===== src/rtl/lstm_pkg.sv =====
// Shared defaults and FSM encoding for the LSTM x-vector fetch path.
// Latency: n/a (declarations only).
// Backpressure: n/a.
package lstm_pkg;

    localparam int LSTM_ADDR_WIDTH = 12;
    localparam int LSTM_DATA_WIDTH = 16;
    localparam int LSTM_STOP       = 371;
    localparam int LSTM_TIMESTEP   = 7;
    localparam int LSTM_STEP_WIDTH = 3;

    typedef enum logic [1:0] {
        IDLE  = 2'd0,
        FETCH = 2'd1,
        DRAIN = 2'd2,
        DONE  = 2'd3
    } lstm_state_e;

endpackage


===== src/rtl/lstm_fifo2.sv =====
// Two-entry register FIFO holding returned x-words with their tags.
// Latency: push visible at the head on the next cycle.
// Backpressure: push is dropped when full unless a pop happens in the same cycle.
module lstm_fifo2 #(
    parameter int WIDTH = 8
) (
    input  logic             clk,
    input  logic             rst,
    input  logic             push,
    input  logic             pop,
    input  logic [WIDTH-1:0] din,
    output logic [WIDTH-1:0] dout,
    output logic             full,
    output logic             empty,
    output logic [1:0]       count
);

    logic [WIDTH-1:0] mem_q [2];
    logic [WIDTH-1:0] mem_d [2];
    logic             wr_ptr_q, wr_ptr_d;
    logic             rd_ptr_q, rd_ptr_d;
    logic [1:0]       count_q, count_d;
    logic             do_push, do_pop;

    assign do_pop  = pop & (count_q != 2'd0);
    assign do_push = push & ((count_q != 2'd2) | do_pop);

    // Next-state for storage, pointers and occupancy.
    always_comb begin
        mem_d    = mem_q;
        wr_ptr_d = wr_ptr_q;
        rd_ptr_d = rd_ptr_q;
        count_d  = count_q;
        if (do_push) begin
            mem_d[wr_ptr_q] = din;
            wr_ptr_d        = ~wr_ptr_q;
        end
        if (do_pop) begin
            rd_ptr_d = ~rd_ptr_q;
        end
        case ({do_push, do_pop})
            2'b10:   count_d = count_q + 2'd1;
            2'b01:   count_d = count_q - 2'd1;
            default: count_d = count_q;
        endcase
    end

    // State registers; storage is zeroed so the head reads 0 after reset.
    always_ff @(posedge clk) begin
        if (!rst) begin
            mem_q[0] <= '0;
            mem_q[1] <= '0;
            wr_ptr_q <= 1'b0;
            rd_ptr_q <= 1'b0;
            count_q  <= 2'd0;
        end else begin
            mem_q    <= mem_d;
            wr_ptr_q <= wr_ptr_d;
            rd_ptr_q <= rd_ptr_d;
            count_q  <= count_d;
        end
    end

    assign dout  = mem_q[rd_ptr_q];
    assign full  = (count_q == 2'd2);
    assign empty = (count_q == 2'd0);
    assign count = count_q;

endmodule


===== src/rtl/lstm_x_fetch.sv =====
// Streams TIMESTEP passes of x-memory words 0..STOP to a valid/ready consumer.
// Latency: 2 cycles from read issue to o_valid; sustains 1 word/cycle.
// Backpressure: reads are issued only while the 2-entry FIFO has room for them.
module lstm_x_fetch
    import lstm_pkg::*;
#(
    parameter int ADDR_WIDTH = LSTM_ADDR_WIDTH,
    parameter int DATA_WIDTH = LSTM_DATA_WIDTH,
    parameter int STOP       = LSTM_STOP,
    parameter int TIMESTEP   = LSTM_TIMESTEP,
    parameter int STEP_WIDTH = LSTM_STEP_WIDTH
) (
    input  logic                  clk,
    input  logic                  rst,
    input  logic                  en,
    input  logic                  i_start,
    output logic                  o_mem_rd,
    output logic [ADDR_WIDTH-1:0] o_mem_addr,
    input  logic [DATA_WIDTH-1:0] i_mem_data,
    output logic                  o_valid,
    input  logic                  i_ready,
    output logic [DATA_WIDTH-1:0] o_data,
    output logic                  o_last,
    output logic [STEP_WIDTH-1:0] o_step,
    output logic                  o_busy,
    output logic                  o_done
);

    localparam int                    PW        = DATA_WIDTH + 1 + STEP_WIDTH;
    localparam logic [ADDR_WIDTH-1:0] ADDR_STOP = ADDR_WIDTH'(STOP);
    localparam logic [STEP_WIDTH-1:0] STEP_LAST = STEP_WIDTH'(TIMESTEP - 1);

    lstm_state_e           state_q, state_d;
    logic [ADDR_WIDTH-1:0] addr_q, addr_d;
    logic [STEP_WIDTH-1:0] step_q, step_d;
    logic                  inflight_q, inflight_d;
    logic                  infl_last_q, infl_last_d;
    logic [STEP_WIDTH-1:0] infl_step_q, infl_step_d;

    logic [PW-1:0]         fifo_din, fifo_dout;
    logic                  fifo_full, fifo_empty, fifo_pop;
    logic [1:0]            fifo_count;
    logic [2:0]            occ;
    logic                  issue;

    // A read returns one cycle after issue, so inflight doubles as the push strobe.
    assign fifo_din = {i_mem_data, infl_last_q, infl_step_q};
    assign fifo_pop = o_valid & i_ready;

    lstm_fifo2 #(.WIDTH(PW)) u_fifo (
        .clk   (clk),
        .rst   (rst),
        .push  (inflight_q),
        .pop   (fifo_pop),
        .din   (fifo_din),
        .dout  (fifo_dout),
        .full  (fifo_full),
        .empty (fifo_empty),
        .count (fifo_count)
    );

    // Occupancy counts stored plus in-flight words; a same-cycle pop frees a
    // slot, which is what lets the pipe run at one word per cycle.
    assign occ   = 3'(fifo_count) + 3'(inflight_q);
    assign issue = (state_q == FETCH) & en
                 & (occ < (3'd2 + 3'(fifo_pop)))
                 & (~fifo_full | fifo_pop);

    // Next-state: FSM, address/step walk and in-flight tag.
    always_comb begin
        state_d     = state_q;
        addr_d      = addr_q;
        step_d      = step_q;
        inflight_d  = issue;
        infl_last_d = issue & (addr_q == ADDR_STOP);
        infl_step_d = step_q;
        case (state_q)
            IDLE: begin
                if (i_start) begin
                    addr_d  = '0;
                    step_d  = '0;
                    state_d = FETCH;
                end
            end
            FETCH: begin
                if (issue) begin
                    if (addr_q == ADDR_STOP) begin
                        addr_d = '0;
                        if (step_q == STEP_LAST) begin
                            state_d = DRAIN;
                        end else begin
                            step_d = step_q + 1'b1;
                        end
                    end else begin
                        addr_d = addr_q + 1'b1;
                    end
                end
            end
            DRAIN: begin
                if (fifo_empty && !inflight_q) begin
                    state_d = DONE;
                end
            end
            DONE:    state_d = IDLE;
            default: state_d = IDLE;
        endcase
    end

    // State registers; reset also kills any in-flight read so its data is dropped.
    always_ff @(posedge clk) begin
        if (!rst) begin
            state_q     <= IDLE;
            addr_q      <= '0;
            step_q      <= '0;
            inflight_q  <= 1'b0;
            infl_last_q <= 1'b0;
            infl_step_q <= '0;
        end else begin
            state_q     <= state_d;
            addr_q      <= addr_d;
            step_q      <= step_d;
            inflight_q  <= inflight_d;
            infl_last_q <= infl_last_d;
            infl_step_q <= infl_step_d;
        end
    end

    // Outputs are forced low while reset is held.
    assign o_mem_rd   = rst & issue;
    assign o_mem_addr = rst ? addr_q : '0;
    assign o_valid    = rst & ~fifo_empty;
    assign o_data     = rst ? fifo_dout[PW-1 -: DATA_WIDTH] : '0;
    assign o_last     = rst & fifo_dout[STEP_WIDTH];
    assign o_step     = rst ? fifo_dout[STEP_WIDTH-1:0] : '0;
    assign o_busy     = rst & ((state_q == FETCH) | (state_q == DRAIN));
    assign o_done     = rst & (state_q == DONE);

endmodule


===== config.mk =====
export PLATFORM = sky130hd
export DESIGN_NAME = lstm_x_fetch
export DESIGN_NICKNAME = d
export VERILOG_FILES = /design/src/rtl/lstm_pkg.sv /design/src/rtl/lstm_fifo2.sv /design/src/rtl/lstm_x_fetch.sv
export SDC_FILE = /design/constraint.sdc
export NUM_CORES = 1
export LEC_CHECK = 0
export ABC_AREA = 1
export CAP_MARGIN = 20
export CORE_ASPECT_RATIO = 0.5
export CORE_UTILIZATION = 53
export DETAILED_ROUTE_END_ITERATION = 10
export PLACE_DENSITY_LB_ADDON = 0.3
export SETUP_SLACK_MARGIN = 0.2
export SYNTH_ARGS = -nofsm -noshare
export SYNTH_HDL_FRONTEND = slang
export SYNTH_SLANG_ARGS = --single-unit

===== constraint.sdc =====
create_clock -name clk -period 2.15 [get_ports clk]
set_input_delay 0.43 -clock clk [delete_from_list [all_inputs] [get_ports clk]]
set_output_delay 0.43 -clock clk [all_outputs]
set_load 0.02 [all_outputs]

==> flow_summary.toml, run 1 <==
[finish]
finalNonFillerCells = 655
final_util = 0.729
final_common_cell = "nand2_1"
final_cell_mix = "nand2_1 (90), a21oi_1 (75), inv_1 (73), dfxtp_1 (61), o21ai_0 (44)"
diodes = 0
nFillCells = 490
syn_to_final_growth_pct = 31.3
final_nets = 594
multi_input_area_um2 = 1700
drive_gt1_frac = 0.129
regArea_um2 = 1330

[floorplanning]
dieWidth_um = 115
core-area_um2 = 6130
die-area_um2 = 6760
io_pins = 57
die_h_um = 58.7
fp-row-count = 20
start_util = 0.555

[timing]
finalMaxSlewViolations = 0
timing.final.hold_violations = 0
skew_ns = 0.00467
rsz0062_at_grt = "yes"
tightest_slew_ns = 0.327
fin_hold_ws_ns = 0.446
finalCritPeriodShare = 0.925
finalSetupViolCount = 0
tns_ns = 0
fmax_ghz = 0.503
fin_crit_ns = 1.99
slew-limit-headroom = 0.782

[setup_path]
regToRegSetupSlack_ns = 0.25
rr_worst_depth = 13
critical_path_required_ns = 1.72
critical_path.cell_chain = "ha_4, ha_4, nor2_4, nand2_2, a21oi_2, nand2_2, nor2_1, buf_4"
crit_slowest_cell = "dfxtp_2"
cp_num_buf_inv = 1
slowest_delay_ns = 0.33
cp_max_fo = 2
critPathTopFamily = "flip-flops"
path_class = "reg -> out"
worstSetupStartpointType = "register"
arrival_ns = 1.56
worstSetupEndpointType = "output pin"
worst-path-stages = 8

[placed_design]
place_congestion = 0.919
port_buffers = 56
placed_cells = 639
hpwl_um = 5270

[power]
power_density_nw_per_um2 = 908
switching_power_uw = 1270
p_comb_frac = 0.268
p_clk_frac = 0.386
cellInternalPower_uw = 2790
p_sw_frac = 0.312
ir_drop_mv = 0.778
leakage_uw = 0.00199
power_frac_seq = 0.346

[global_routing]
grt_pass1_wl_um = 13200
antenna_found_initial = 0
first_global_vias = 3048
grt_overflow = 0
track_usage = 0.251
grt_start_max_net_pins = 43

[clocking]
clkTransAtPathRegs_ns = 0.05
clk_latency_ns = 0.33
ctsHoldBuffers = 0
cts_made_buffers = 9
clk_path_buf_depth = 2
h-tree-depth = 3
cts_root_buf = "clkbuf_16"
cts_sinks = 66
tritoncts = "built"

[drt]
ant_nets = 0
drt-vias-per-instance = 5.04
first_iter_violations = 203
route.vias.total = 3301
dr.pass1.iters = 7
wl_um = 7790
wire_per_inst_um = 11.9
drc = 0

[yosys]
yosysWarnings = 0
synth_cells = 500
synth_area_um2 = 3400
synth_top_area_share = 0.388
synth_nets = 532
syn_avg_cell_area_um2 = 6.81
ys_ff_latch = 66
ys_types = 28
synth.area.top_cells = "dfxtp_1 (39%), a21oi_1 (11%), nand2_1 (10%)"
ys_seq_area_frac = 0.388
yosysTopAreaCell = "dfxtp_1"

[job]
cap_violations = 0

[outcome]
status = "finished, final reports clean"

[hold_path]
hp-class = "reg -> reg"
min_path_cells = 2
==> flip-flops by register name, summed over array words and instances (netlist names) <==
register,cells
infl_step_q,3
addr_q,12
u_fifo.count,2
u_fifo.wr_ptr_q,1
infl_step_d,3
u_fifo.rd_ptr_q,1
infl_last_q,1
state_q,2
u_fifo.mem_q,40
inflight_q,1
==> metrics by stage <==
step	setup slack, ns	area, µm²	power (µW)
6_report	0.162	4470	4060
5_1_grt	0.0594	4470	4300
4_1_cts	0.127	4440	4070
3_5_place_dp	-0.222	4160	2520
3_3_place_gp	-0.202	4160	2500
2_1_floorplan	0.361	3400	2210
==> cell families after synthesis <==
kind of cell	count (synthesis)	share of synthesized area
buffers and inverters	104	0.125
XOR/XNOR	4	0.0103
AND/OR/NAND/NOR	189	0.248
AO/OA/AOI/OAI	126	0.188
flip-flops	66	0.388
adder cells (fa/ha/maj)	11	0.0404
==> worst register-to-register path, cell delays in order (launching register included) <==
cell and delay, ns:
dfxtp_2 0.35, buf_4 0.15, inv_2 0.06, nand2_4 0.08, nand3_4 0.07, buf_4 0.15, nand2_1 0.09, nand2_2 0.08
ha_1 0.28, inv_1 0.08, nand2_1 0.07, nor2_2 0.10, o21ai_0 0.09, a21oi_1 0.16
==> what timing repair did <==
action,4_1_cts,5_1_grt
resized for setup,40,43
setup endpoints to repair,34,26
buffers inserted,0,0
pin swaps,1,4
==> cell usage after synthesis, drive strengths merged <==
cell type and instances:
o21ai 49, inv 75, xnor2 1, o21a 1, buf 14, nand4 8, nand2 97, xor2 3
dfxtp 66, a21oi 76, nand3 43, ha 11, clkbuf 15, nor3 5, nor2 33, or2 3
==> power groups by stage <==
stage               Clock, µW  Sequential (µW)  Combinational, µW
floorplan                   0             1410                800
global placement            0             1420               1080
detailed placement          0             1420               1090
CTS                      1590             1400               1080
global route             1650             1420               1230
finish                   1570             1400               1090
==> layer usage <==
metal	global-route usage	wire length, µm	share of wire	vias up
met5	0	0	0	-
met3	0.0834	410	0.053	12
met2	0.444	3700	0.48	82
li1	-	-	-	1734
met4	0.0872	103	0.013	0
met1	0.288	3570	0.46	1473
==> layout make-up <==
| class | count | area share |
|---|---|---|
| well taps | 88 | 0.0246 |
| repair buffers | 80 | 0.164 |
| inverters | 75 | 0.0630 |
| clock inverters | 4 | 0.0165 |
| flip-flops and latches | 66 | 0.297 |
| multi-input cells | 330 | 0.379 |
| clock buffers | 12 | 0.0552 |
==> worst paths after layout <==
check                  startpoint               to
setup / recovery  u_fifo.count[0]         o_mem_rd
hold / removal    u_fifo.mem_q[9]  u_fifo.mem_q[9]
setup reg to reg  u_fifo.count[0]  u_fifo.count[1]
hold reg to reg   u_fifo.mem_q[9]  u_fifo.mem_q[9]
No activity file was read; power rests on OpenSTA's default activity.
==> inputs of run 2 (changes only) <==
CORE_MARGIN = 2   (was unset)
clock period = 2 ns   (was 2.15 ns; I/O delays follow)
==> run 2 against run 1 <==
The flow now finishes with violations (setup timing). Total power rose by 11%. Setup slack worse by 0.16 ns. Sequential cell count unchanged. Register-to-register slack worse by 0.18 ns. Die area increased by 5.2%.
==> flow_summary.toml, run 2 (synthesized netlist as in run 1, its figures left out) <==
[outcome]
status = "finished, violations left"
failed_checks = "setup timing"

[power]
switching_power_uw = 1500
ir_drop_mv = 0.599
leakage_uw = 0.00203
power_density_nw_per_um2 = 976
p_comb_frac = 0.321
power_frac_seq = 0.334
p_sw_frac = 0.334
cellInternalPower_uw = 3000
p_clk_frac = 0.345

[clocking]
cts_sinks = 66
ctsHoldBuffers = 0
clk_latency_ns = 0.33
cts_made_buffers = 9
clkTransAtPathRegs_ns = 0.05
clk_path_buf_depth = 2
h-tree-depth = 3
cts_root_buf = "clkbuf_16"
tritoncts = "built"

[drt]
route.vias.total = 3394
ant_nets = 0
drt-vias-per-instance = 5.11
dr.pass1.iters = 7
drc = 0
wire_per_inst_um = 12.6
first_iter_violations = 222
wl_um = 8340

[timing]
rsz0062_at_grt = "yes"
setup_slack_ns = -0.000956
finalMaxSlewViolations = 0
finalSetupViolCount = 1
timing.final.hold_violations = 0
tns_ns = -0.000956
skew_ns = 0.00443
fin_crit_ns = 2.00
slew-limit-headroom = 0.717
finalCritPeriodShare = 1.00
fmax_ghz = 0.500
tightest_slew_ns = 0.421

[finish]
largest_reg_flops = 40
regMostFlops = "u_fifo.mem_q"
final_nets = 603
biggestRegsByFlops = "u_fifo.mem_q (40), addr_q (12)"
finalNonFillerCells = 664
final_cell_mix = "nand2_1 (87), inv_1 (72), a21oi_1 (72), dfxtp_1 (61), nand3_1 (32)"
final_common_cell = "nand2_1"
syn_to_final_growth_pct = 35.7
diodes = 0
drive_gt1_frac = 0.196

[global_routing]
grt_start_max_net_pins = 25
grt_overflow = 0
first_global_vias = 3032
track_usage = 0.232
antenna_found_initial = 0
grt_pass1_wl_um = 13200

[setup_path]
cp_max_fo = 2
path_class = "reg -> out"
worstSetupStartpointType = "register"
critical_path_required_ns = 1.60
arrival_ns = 1.60
worstSetupEndpointType = "output pin"

[placed_design]
port_buffers = 56
hpwl_um = 5370
placed_cells = 644
place_congestion = 0.895

[floorplanning]
start_util = 0.555
dieWidth_um = 117
fp-row-count = 20
die_h_um = 60.7
core-area_um2 = 6130
io_pins = 57
die-area_um2 = 7120

[hold_path]
hp-class = "reg -> reg"

[job]
cap_violations = 0
run 2: cell types whose count changed in the layout (fill, tap and decap cells not counted), sizes merged:
cell and delta:
dlymetal6s2s -3, bufinv -1, clkinv +1, clkbuf -3
dlygate4sd2 +2, inv -1, buf +23, clkinvlp +1
clkdlybuf4s15 -10
run 2: stage by stage:
| step | total power [µW] | hold WS (ns) | area [µm²] | setup WS [ns] | utilization |
|---|---|---|---|---|---|
| 6_report | 4510 | 0.446 | 4620 | -0.000956 | 0.753 |
| 5_1_grt | 4740 | 0.468 | 4620 | -0.100 | 0.753 |
| 4_1_cts | 4290 | 0.447 | 4500 | -0.0127 | 0.733 |
| 3_5_place_dp | 2740 | 0.435 | 4210 | -0.326 | 0.686 |
| 3_3_place_gp | 2720 | 0.436 | 4210 | -0.296 | 0.686 |
| 2_1_floorplan | 2370 | 0.424 | 3400 | 0.241 | - |
run 2: critical path, stage by stage (launching register included):
cell	delay, ns
dfxtp_2	0.33
ha_4	0.16
ha_4	0.14
nor2_1	0.07
nand2_1	0.09
a21oi_2	0.15
nand2_2	0.09
nor2_2	0.12
buf_6	0.12
run 2: area by class of cell:
type | count | area, µm²
Tap cell | 88 | 110
Multi-Input combinational cell | 330 | 1780
Clock inverter | 4 | 51.3
Fill cell | 488 | 1510
Inverter | 75 | 284
Timing Repair Buffer | 89 | 815
Sequential cell | 66 | 1330
Clock buffer | 12 | 246
run 2: power groups by stage:
| stage | registers [µW] | clock network [µW] | logic (µW) |
|---|---|---|---|
| after floorplan | 1510 | 0 | 860 |
| after global placement | 1520 | 0 | 1200 |
| after detailed placement | 1520 | 0 | 1220 |
| after CTS | 1500 | 1590 | 1210 |
| after global routing | 1520 | 1630 | 1590 |
| final | 1510 | 1560 | 1450 |
run 2: per-layer routing:
layer  share of wire  up-vias  routed length (µm)  GRT usage
met2            0.48      109                3990      0.410
met5               0        -                   0          0
met4           0.014        0                 117     0.0775
met3           0.061       13                 505     0.0752
li1                -     1745                   -          -
met1            0.45     1527                3730      0.278
run 2: repair_timing:
item	in CTS	in global routing
pin swaps	0	15
endpoints found under the setup margin	37	56
setup buffers	0	3
resized for setup	86	72
gates cloned	0	1
run 2: final timing paths:
kind | start | to | slack, ns | depth (start not counted)
hold / removal | infl_step_d[0] | infl_step_q[0] | 0.45 | 2
setup / recovery | u_fifo.count[0] | o_mem_rd | -0.001 | 8
setup reg to reg | u_fifo.count[0] | u_fifo.count[1] | 0.07 | 13
hold reg to reg | infl_step_d[0] | infl_step_q[0] | 0.45 | 2
